`src/rtl/implication_queue.sv`:
```
// -----------------------------------------------------------------------------
// implication_queue
//
// Buffers unit-clause implications from NUM_LANES per-clause evaluators for the
// assignment stage. Each accepted batch is filtered: a lane that repeats an
// earlier lane (same variable, same value) is dropped, and a lane that
// contradicts an earlier lane (same variable, opposite value) makes the whole
// batch a conflict. Surviving lanes are written in lane order into a circular
// FIFO that drains one implication per cycle over a valid/ready handshake.
// A conflict is sticky: it freezes the queue until flush or reset.
//
// Optional feature (compile-time macro):
//   IMPLQ_CAM_EN - additionally compare every unit lane against all entries
//                  held in the queue at the start of the cycle (duplicates are
//                  dropped, contradictions conflict the batch).
//
// Variable width comes from the MAX_VARS_BITS macro (default 8 if undefined).
//
// Ports:
//   clock             in   sole clock, rising edge
//   reset_n           in   asynchronous active-low reset
//   flush             in   synchronous clear of queue and conflict state
//   in_valid          in   batch present
//   in_ready          out  batch accepted when in_valid & in_ready
//   in_unit           in   per-lane unit_clause flag
//   in_variable       in   per-lane implied variable
//   in_val            in   per-lane implied value
//   out_valid         out  head entry valid
//   out_ready         in   consumer takes head when out_valid & out_ready
//   out_variable      out  head variable
//   out_val           out  head value
//   conflict          out  sticky conflict flag
//   conflict_variable out  variable implied both ways
//   count             out  occupied entries
// -----------------------------------------------------------------------------
`ifndef MAX_VARS_BITS
`define MAX_VARS_BITS 8
`endif

module implication_queue #(
    parameter int NUM_LANES = 4,
    parameter int DEPTH     = 8
) (
    input  logic                                       clock,
    input  logic                                       reset_n,
    input  logic                                       flush,
    input  logic                                       in_valid,
    output logic                                       in_ready,
    input  logic [NUM_LANES-1:0]                       in_unit,
    input  logic [NUM_LANES-1:0][`MAX_VARS_BITS-1:0]   in_variable,
    input  logic [NUM_LANES-1:0]                       in_val,
    output logic                                       out_valid,
    input  logic                                       out_ready,
    output logic [`MAX_VARS_BITS-1:0]                  out_variable,
    output logic                                       out_val,
    output logic                                       conflict,
    output logic [`MAX_VARS_BITS-1:0]                  conflict_variable,
    output logic [$clog2(DEPTH+1)-1:0]                 count
);

    localparam int VW = `MAX_VARS_BITS;
    localparam int CW = $clog2(DEPTH + 1);
    // A single-entry queue still needs a one-bit pointer; wrap() keeps it at 0.
    localparam int PW = (DEPTH > 1) ? $clog2(DEPTH) : 1;
    localparam logic [CW-1:0] FILL_LIMIT = CW'(DEPTH - NUM_LANES);

    // Reduce an arbitrary non-negative index to a slot number.
    function automatic logic [PW-1:0] wrap(input int v);
        return PW'(v % DEPTH);
    endfunction

    // -------------------------------------------------------------------------
    // State
    // -------------------------------------------------------------------------
    logic [PW-1:0] head_q, head_d;
    logic [PW-1:0] tail_q, tail_d;
    logic [CW-1:0] count_q, count_d;
    logic          conflict_q, conflict_d;
    logic [VW-1:0] conflict_variable_q, conflict_variable_d;

    logic [VW-1:0] mem_var_q [DEPTH];
    logic [VW-1:0] mem_var_d [DEPTH];
    logic          mem_val_q [DEPTH];
    logic          mem_val_d [DEPTH];

    // -------------------------------------------------------------------------
    // Handshakes
    // -------------------------------------------------------------------------
    logic accept;
    logic pop;

    // Admission uses the registered count only, so a same-cycle pop never
    // frees room for the incoming batch.
    assign in_ready  = ~conflict_q & (count_q <= FILL_LIMIT);
    assign out_valid = (count_q != '0) & ~conflict_q;
    assign accept    = in_valid & in_ready & ~flush;
    assign pop       = out_valid & out_ready & ~flush;

    // Storage is not reset, so the head is masked to keep the outputs at zero
    // whenever nothing valid is presented.
    assign out_variable      = out_valid ? mem_var_q[head_q] : '0;
    assign out_val           = out_valid ? mem_val_q[head_q] : 1'b0;
    assign conflict          = conflict_q;
    assign conflict_variable = conflict_variable_q;
    assign count             = count_q;

`ifdef IMPLQ_CAM_EN
    // Occupancy mask of the queue as it stands at the start of the cycle; an
    // entry being popped this cycle is still included.
    logic [DEPTH-1:0] entry_valid;

    always_comb begin
        entry_valid = '0;
        for (int e = 0; e < DEPTH; e++) begin
            entry_valid[e] = int'(wrap(e - int'(head_q) + DEPTH)) < int'(count_q);
        end
    end
`endif

    // -------------------------------------------------------------------------
    // Batch filtering
    // -------------------------------------------------------------------------
    logic [NUM_LANES-1:0] lane_drop;
    logic [NUM_LANES-1:0] lane_conf;
    logic [NUM_LANES-1:0] keep;
    logic                 batch_conflict;
    logic [VW-1:0]        batch_conflict_var;

    // NOTE: every output of a combinational block gets a default before any
    // conditional assignment; a path that leaves one unassigned infers a latch.
    always_comb begin
        lane_drop          = '0;
        lane_conf          = '0;
        keep               = '0;
        batch_conflict     = 1'b0;
        batch_conflict_var = '0;

        for (int j = 0; j < NUM_LANES; j++) begin
            if (in_unit[j]) begin
                // Compare against earlier unit lanes of the same batch.
                for (int i = 0; i < NUM_LANES; i++) begin
                    if (i < j && in_unit[i] && in_variable[i] == in_variable[j]) begin
                        if (in_val[i] == in_val[j]) begin
                            lane_drop[j] = 1'b1;
                        end else begin
                            lane_conf[j] = 1'b1;
                        end
                    end
                end
`ifdef IMPLQ_CAM_EN
                // Compare against implications already waiting in the queue.
                for (int e = 0; e < DEPTH; e++) begin
                    if (entry_valid[e] && mem_var_q[e] == in_variable[j]) begin
                        if (mem_val_q[e] == in_val[j]) begin
                            lane_drop[j] = 1'b1;
                        end else begin
                            lane_conf[j] = 1'b1;
                        end
                    end
                end
`endif
                keep[j] = ~lane_drop[j] & ~lane_conf[j];
                // Ascending scan: the first conflicting lane is the one reported.
                if (lane_conf[j] && !batch_conflict) begin
                    batch_conflict     = 1'b1;
                    batch_conflict_var = in_variable[j];
                end
            end
        end
    end

    // -------------------------------------------------------------------------
    // Next-state: compaction of survivors, pointers, count, conflict
    // -------------------------------------------------------------------------
    logic [CW-1:0] push_n;

    always_comb begin
        mem_var_d           = mem_var_q;
        mem_val_d           = mem_val_q;
        push_n              = '0;
        head_d              = head_q;
        tail_d              = tail_q;
        count_d             = count_q;
        conflict_d          = conflict_q;
        conflict_variable_d = conflict_variable_q;

        if (accept && !batch_conflict) begin
            // Survivors land in consecutive slots from tail in lane order;
            // push_n doubles as the running write offset.
            for (int j = 0; j < NUM_LANES; j++) begin
                if (keep[j]) begin
                    mem_var_d[wrap(int'(tail_q) + int'(push_n))] = in_variable[j];
                    mem_val_d[wrap(int'(tail_q) + int'(push_n))] = in_val[j];
                    push_n = push_n + 1'b1;
                end
            end
        end

        if (flush) begin
            head_d              = '0;
            tail_d              = '0;
            count_d             = '0;
            conflict_d          = 1'b0;
            conflict_variable_d = '0;
        end else begin
            if (accept && batch_conflict) begin
                conflict_d          = 1'b1;
                conflict_variable_d = batch_conflict_var;
            end
            tail_d  = wrap(int'(tail_q) + int'(push_n));
            head_d  = pop ? wrap(int'(head_q) + 1) : head_q;
            count_d = count_q + push_n - CW'(pop);
        end
    end

    // -------------------------------------------------------------------------
    // Registers
    // -------------------------------------------------------------------------
    // NOTE: sequential blocks use non-blocking assignments only, so every flop
    // samples the values from before the edge regardless of block ordering.
    always_ff @(posedge clock or negedge reset_n) begin
        if (!reset_n) begin
            head_q              <= '0;
            tail_q              <= '0;
            count_q             <= '0;
            conflict_q          <= 1'b0;
            conflict_variable_q <= '0;
        end else begin
            head_q              <= head_d;
            tail_q              <= tail_d;
            count_q             <= count_d;
            conflict_q          <= conflict_d;
            conflict_variable_q <= conflict_variable_d;
        end
    end

    // NOTE: the storage array has no reset; an entry is only ever observed
    // after it has been written, and leaving it unreset lets it map to RAM.
    always_ff @(posedge clock) begin
        mem_var_q <= mem_var_d;
        mem_val_q <= mem_val_d;
    end

endmodule

```
`config.mk`:
```
export PLATFORM = sky130hd
export DESIGN_NAME = implication_queue
export DESIGN_NICKNAME = d
export VERILOG_FILES = /design/src/rtl/implication_queue.sv
export SDC_FILE = /design/constraint.sdc
export NUM_CORES = 1
export LEC_CHECK = 0
export CELL_PAD_IN_SITES_DETAIL_PLACEMENT = 1
export CELL_PAD_IN_SITES_GLOBAL_PLACEMENT = 1
export CORE_MARGIN = 1.5
export CORE_UTILIZATION = 50
export DETAILED_ROUTE_END_ITERATION = 16
export PLACE_DENSITY_LB_ADDON = 0.3
export SYNTH_ARGS = -nofsm -noshare
export SYNTH_HDL_FRONTEND = slang
export SYNTH_SLANG_ARGS = --single-unit
```
`constraint.sdc`:
```
create_clock -name clock -period 12.48 [get_ports clock]
set_input_delay 1.872 -clock clock [delete_from_list [all_inputs] [get_ports clock]]
set_output_delay 1.872 -clock clock [all_outputs]
set_load 0.02 [all_outputs]
```
# Word-level counts from Yosys, hierarchy flattened
# Cells that the tools add are included.
[totals]
register_bits = 91
word_cells = 203
[op_classes]
n_addsub = 10
n_lt_le_gt_ge = 10
n_eq_ne = 12
muxes = 108
bitwise = 22
n_reduce_logical = 20
[ops]
columns = ["operator", "n"]
rows = [
  ["64-bit two-way mux", 7],
  ["64-bit bitwise mux", 4],
  ["8-bit two-way mux", 22],
  ["8-bit demux with 3-bit select", 4],
  ["1-bit two-way mux", 50],
  ["8-bit equality test", 6],
  ["8-bit bitwise mux", 4],
  ["4-bit two-way mux", 8],
  ["8-bit binary-select mux with 3-bit select", 1],
  ["4-bit >= comparator, second input constant", 5],
  ["3-bit NOT with 4-bit output", 5],
  ["4-bit by 1-bit < comparator with 1-bit output, second input constant", 4],
  ["1-bit logical AND", 14],
  ["3-bit adder", 4],
  ["4-bit by 1-bit adder with 4-bit output, second input constant", 3],
  ["1-bit demux with 3-bit select", 4],
  ["1-bit bitwise AND", 9],
  ["3-bit two-way mux", 3],
  ["1-bit NOT", 8],
  ["1-bit equality test", 6],
  ["4-bit adder", 1],
  ["4-bit by 3-bit <= comparator with 1-bit output, second input constant", 1],
  ["2-bit nonzero test", 2],
  ["4-bit nonzero test", 1],
  ["4 further kinds", 6],
]

# Longest topological paths before layout
[depth]
word_depth = 31
ltp_mapped = 19

# Worst setup path after synthesis
# OpenSTA, ideal clock, no wires.
[synth_path]
kind = "input port to flip-flop"
start = "input in_val[3]"
end = "register count_q[3], in the netlist count[3]"
setup_ns = 0.132
arrival_time_ns = 6.673
required_time_ns = 12.348
slack_ns = 5.675
path_stages = 14
n_path_buf = 1
path_cell_list = "clkbuf_1 > xor2_1 > nand2_1 > nor4_1 > a211oi_1 > and4bb_1 > o21ai_0 > ha_1 > inv_1 > ha_1 > a21o_1 > a21oi_1 > xnor2_1 > nor2_1"
[synth_between]
elab_chain_len = 17
word_cells_on_any_way = 31
[synth_lines]
columns = ["item", "line_no", "text"]
rows = [
  ["start, declared", "51", "input logic [NUM_LANES-1:0] in_val,"],
  ["1-bit equality test", "143", "if (in_val[i] == in_val[j]) begin"],
  ["1-bit two-way mux", "143", ""],
  ["1-bit two-way mux", "142", "if (i < j && in_unit[i] && in_variable[i] == in_variable[j]) begin"],
  ["1-bit two-way mux", "143", ""],
  ["1-bit two-way mux", "142", ""],
  ["1-bit two-way mux", "143", ""],
  ["1-bit two-way mux", "142", ""],
  ["1-bit two-way mux", "139", "if (in_unit[j]) begin"],
  ["(+2 left out)", "-", ""],
  ["1-bit two-way mux", "139", ""],
  ["1-bit zero test", "187", "if (accept && !batch_conflict) begin"],
  ["1-bit logical AND", "187", ""],
  ["4-bit two-way mux (*)", "187", ""],
  ["4-bit adder (*)", "212", "count_d = count_q + push_n - CW'(pop);"],
  ["4-bit by 1-bit subtractor with 4-bit output (*)", "212", ""],
  ["4-bit two-way mux (*)", "199", "if (flush) begin"],
  ["named net count_d[3]", "77", "logic [CW-1:0] count_q, count_d;"],
  ["end signal, assigned", "231", "count_q <= count_d;"],
  ["end, declared", "77", ""],
]
# The timed path passes the listed nets; every way through them passes the cells marked *. The select of a mux whose other input is x is not followed.
# A chain may end at the register's enable or synchronous reset.

# Worst setup path in the final report
[layout_path]
start = "input in_variable[23] (netlist bit)"
end = "register mem_var_q[11] (netlist bit), data pin"
[layout_between]
elab_chain_len = 19
word_cells_on_any_way = 39
[layout_lines]
columns = ["item", "line_no", "text"]
rows = [
  ["start, declared", "50", "input logic [NUM_LANES-1:0][`MAX_VARS_BITS-1:0] in_variable,"],
  ["8-bit equality test", "142", ""],
  ["1-bit logical AND", "142", ""],
  ["1-bit two-way mux", "142", ""],
  ["1-bit two-way mux", "143", ""],
  ["1-bit two-way mux", "142", ""],
  ["1-bit two-way mux", "139", ""],
  ["1-bit NOT", "162", "keep[j] = ~lane_drop[j] & ~lane_conf[j];"],
  ["1-bit bitwise AND", "162", ""],
  ["(+3 left out)", "-", ""],
  ["3-bit adder", "192", "mem_var_d[wrap(int'(tail_q) + int'(push_n))] = in_variable[j];"],
  ["3-bit NOT with 4-bit output (not written as such)", "192", ""],
  ["4-bit >= comparator (not written as such) / 4-bit by 1-bit < comparator with 1-bit output (equally long branches)", "192", ""],
  ["1-bit logical AND (not written as such)", "192", ""],
  ["8-bit two-way mux (not written as such)", "192", ""],
  ["8-bit demux with 3-bit select", "192", ""],
  ["64-bit bitwise mux", "192", ""],
  ["64-bit two-way mux (*)", "191", "if (keep[j]) begin"],
  ["end signal, assigned", "240", "mem_var_q <= mem_var_d;"],
  ["end, declared", "81", "logic [VW-1:0] mem_var_q [DEPTH];"],
]
# Mark *: on every way between the ends. The rest lies on a longest branch, timed or not. The select of a mux whose other input is x is not followed.

==> results.toml <==
[outcome]
outcome = "finished, final reports clean"

[yosys]
yosysUniqueCellTypes = 51
yosysWarnings = 0
async_reset_ff_share_pct = 20.9
avgSynthCellArea_um2 = 10.6
ys_ff_latch = 91
syn_inst = 801
syn_area_um2 = 8480
seq_area_frac_synth_pct = 31.1
syn-num-nets = 864
synth_flop_cell = "edfxtp_1"
synth_edf_count = 72

[layout]
fillerInstances = 1743
diodes = 0
drive_gt1_share_pct = 24.9
fin_area_um2 = 9430
final_cell_mix = "mux2_2 (144), edfxtp_1 (72), clkdlybuf4s50_1 (68), mux2i_1 (63), nand2_1 (62)"
syn2layout_area_growth_pct = 11.2
fin_nets = 874
layout_commonest_cell = "mux2_2"
final_util_pct = 56.9

[sta]
setup-violations-final = 0
period_minus_slack_ps = 6580
worst_clock_skew_ps = 6.07
relSlewSlack_pct = 17.9
rsz0062_at_grt = "no"
hold_viol = 0
period_share_pct = 52.7
slew_viol_final = 0
worst_pin_slew_ps = 1230
fin_setup_tns_ps = 0
max_freq_mhz = 152

[grt]
grt_start_max_net_pins = 76
grt_remaining_overflow = 0
grt_pass1_vias = 7705
track_usage_pct = 37.0
antenna_found_initial = 0
grt_pass1_wl_um = 47800

[cts]
cts_setup_buffers = 0
cts-root-buf = "clkbuf_16"
ctsLongestPathBuffers = 2
cts_tree = "built"
cts-resized-gates = 0
ctsHoldBuffers = 0
htreeDepth = 3
cts_buffers = 9
clock_latency_ps = 360
path_clk_slew_ps = 70
cts.sinks = 91

[route]
drtIter0Drc = 775
firstDrtPassIters = 5
routedWlPerCell_um = 31.6
viasPerCell = 7.06
dr_wl_met2_um = 14800
wl_met3_um = 3830
top_layer_used = "met4"
via_count = 7307
drt-met1-wl_um = 11900
post-route-drc-count = 0
ant_nets = 0
routed_wirelength_um = 32700

[power_and_ir_drop]
ir_drop_mv = 0.0819
total_power_w = 0.00142
powerDensity_nw_per_um2 = 151
leakage_nw = 3.50

[die]
design.core.area_um2 = 16600
initial_core_util_pct = 51.1
num_rows = 47
die_h_um = 133
ioPinCount = 69
die_w_um = 133
dieArea_um2 = 17800

[worst_setup_path]
path_class = "primary input to flip-flop"
endpoint_kind = "flip-flop"
crit_fanout = 12
required_ps = 12590
critPathMaxStageDelay_ps = 760
slowest_stage = "clkdlybuf4s50_1"
cp_common_cell = "xnor2_1"
cp-start-kind = "primary input"
crit_arrival_ps = 6680
path_cells = "clkdlybuf4s50_1, xnor2_1, nand3_1, nor3_1, nor3b_2, xnor2_1, inv_1, ha_1, inv_1, fa_1, xnor2_1, xor2_2, nand2_1, mux2_2"

[placed_design]
hpwlAfterDp_um = 21500
place_area_um2 = 9150
port_buffers = 68
gp_congestion = 0.927

[job]
maxCapViolations = 0

[hold_path]
hold_class = "flip-flop to flip-flop"
==> final cells by class <==
type,instances,area (µm²),area share [%]
Sequential cell,91,2640,28.0
Tap cell,220,275,2.92
Multi-Input combinational cell,618,5440,57.7
Timing Repair Buffer,75,733,7.78
Clock buffer,10,229,2.43
Clock inverter,5,53.8,0.571
Inverter,16,60.1,0.637
==> synth_stat cells, drive strengths merged (7+ instances only) <==
| cell | instances | share of area (%) |
|---|---|---|
| a21oi | 10 | 0.59 |
| a22oi | 54 | 4.8 |
| a32oi | 18 | 1.9 |
| a41oi | 8 | 0.83 |
| and2 | 10 | 0.74 |
| buf | 56 | 3.4 |
| clkbuf | 20 | 0.89 |
| dfrtp | 19 | 5.6 |
| edfxtp | 72 | 25 |
| ha | 14 | 2.1 |
| inv | 15 | 0.66 |
| mux2 | 146 | 19 |
| mux2i | 63 | 7.4 |
| mux4 | 18 | 4.8 |
| nand2 | 63 | 2.8 |
| nand3 | 22 | 1.3 |
| nand4 | 13 | 1.1 |
| nor2 | 35 | 1.6 |
| nor2b | 15 | 1.1 |
| nor3 | 8 | 0.47 |
| nor4 | 7 | 0.66 |
| o21ai | 9 | 0.53 |
| xnor2 | 55 | 5.8 |
| xor2 | 15 | 1.6 |
==> per-stage QoR <==
| step | setup slack, ps | std cells | hold slack (ps) |
|---|---|---|---|
| floorplan | 5670 | 801 | 631 |
| global placement | 5860 | 1020 | 516 |
| detailed placement | 5700 | 1020 | 532 |
| CTS | 6040 | 1035 | 548 |
| global route | 5780 | 1035 | 568 |
| finish | 5900 | 1035 | 545 |
==> routing by layer <==
metal  vias up  track usage (%)
li1       3020                -
met1      3606             46.5
met5         -                0
met4         0             24.1
met2       530             57.7
met3       151             7.88
==> registers in the layout (all words and copies together), names as in the netlist <==
signal / flops
mem_var_q: 64
conflict_variable: 8
mem_val_q: 8
count: 4
head_q: 3
tail_q: 3
conflict: 1
==> cell families (layout without fill, tap and decap cells) <==
family	Yosys count	after routing	share of synthesized area, %
flip-flops	91	91	31.1
multiplexers	227	227	31.6
buffers and inverters	92	106	4.99
adder cells (fa/ha/maj)	18	18	3.01
XOR/XNOR	70	70	7.41
AO/OA/AOI/OAI	106	106	9.29
AND/OR/NAND/NOR	197	197	12.6
==> path summary, 6_finish.rpt <==
check | endpoint | slack, ps | cells after the start | startpoint
max in group asynchronous | conflict_variable[4]$_DFFE_PN0P_ | 9810 | 1 | reset_n
max reg2reg | tail_q[2]$_DFF_PN0_ | 8510 | 13 | count[1]$_DFF_PN0_
max | mem_var_q[11]$_DFFE_PP_ | 5900 | 14 | in_variable[23]
min in group asynchronous | count[0]$_DFF_PN0_ | 2060 | 1 | reset_n
min | conflict$_DFFE_PN0P_ | 540 | 1 | conflict$_DFFE_PN0P_
min reg2reg | conflict$_DFFE_PN0P_ | 540 | 1 | conflict$_DFFE_PN0P_
==> where the power goes <==
part           internal (W)  total [W]  switching [W]
registers          0.000398   0.000448      0.0000496
clock network      0.000154   0.000283       0.000129
logic              0.000324   0.000692       0.000369
total              0.000876    0.00142       0.000547
==> worst max-delay path: cells and delay by family <==
family,cells,cell delay (ps)
xor+xnor,4,1390
fa+ha+maj,2,560
buf+inv,3,950
mux,1,480
simple gates,4,1410
(Power assumes the default switching activity.)
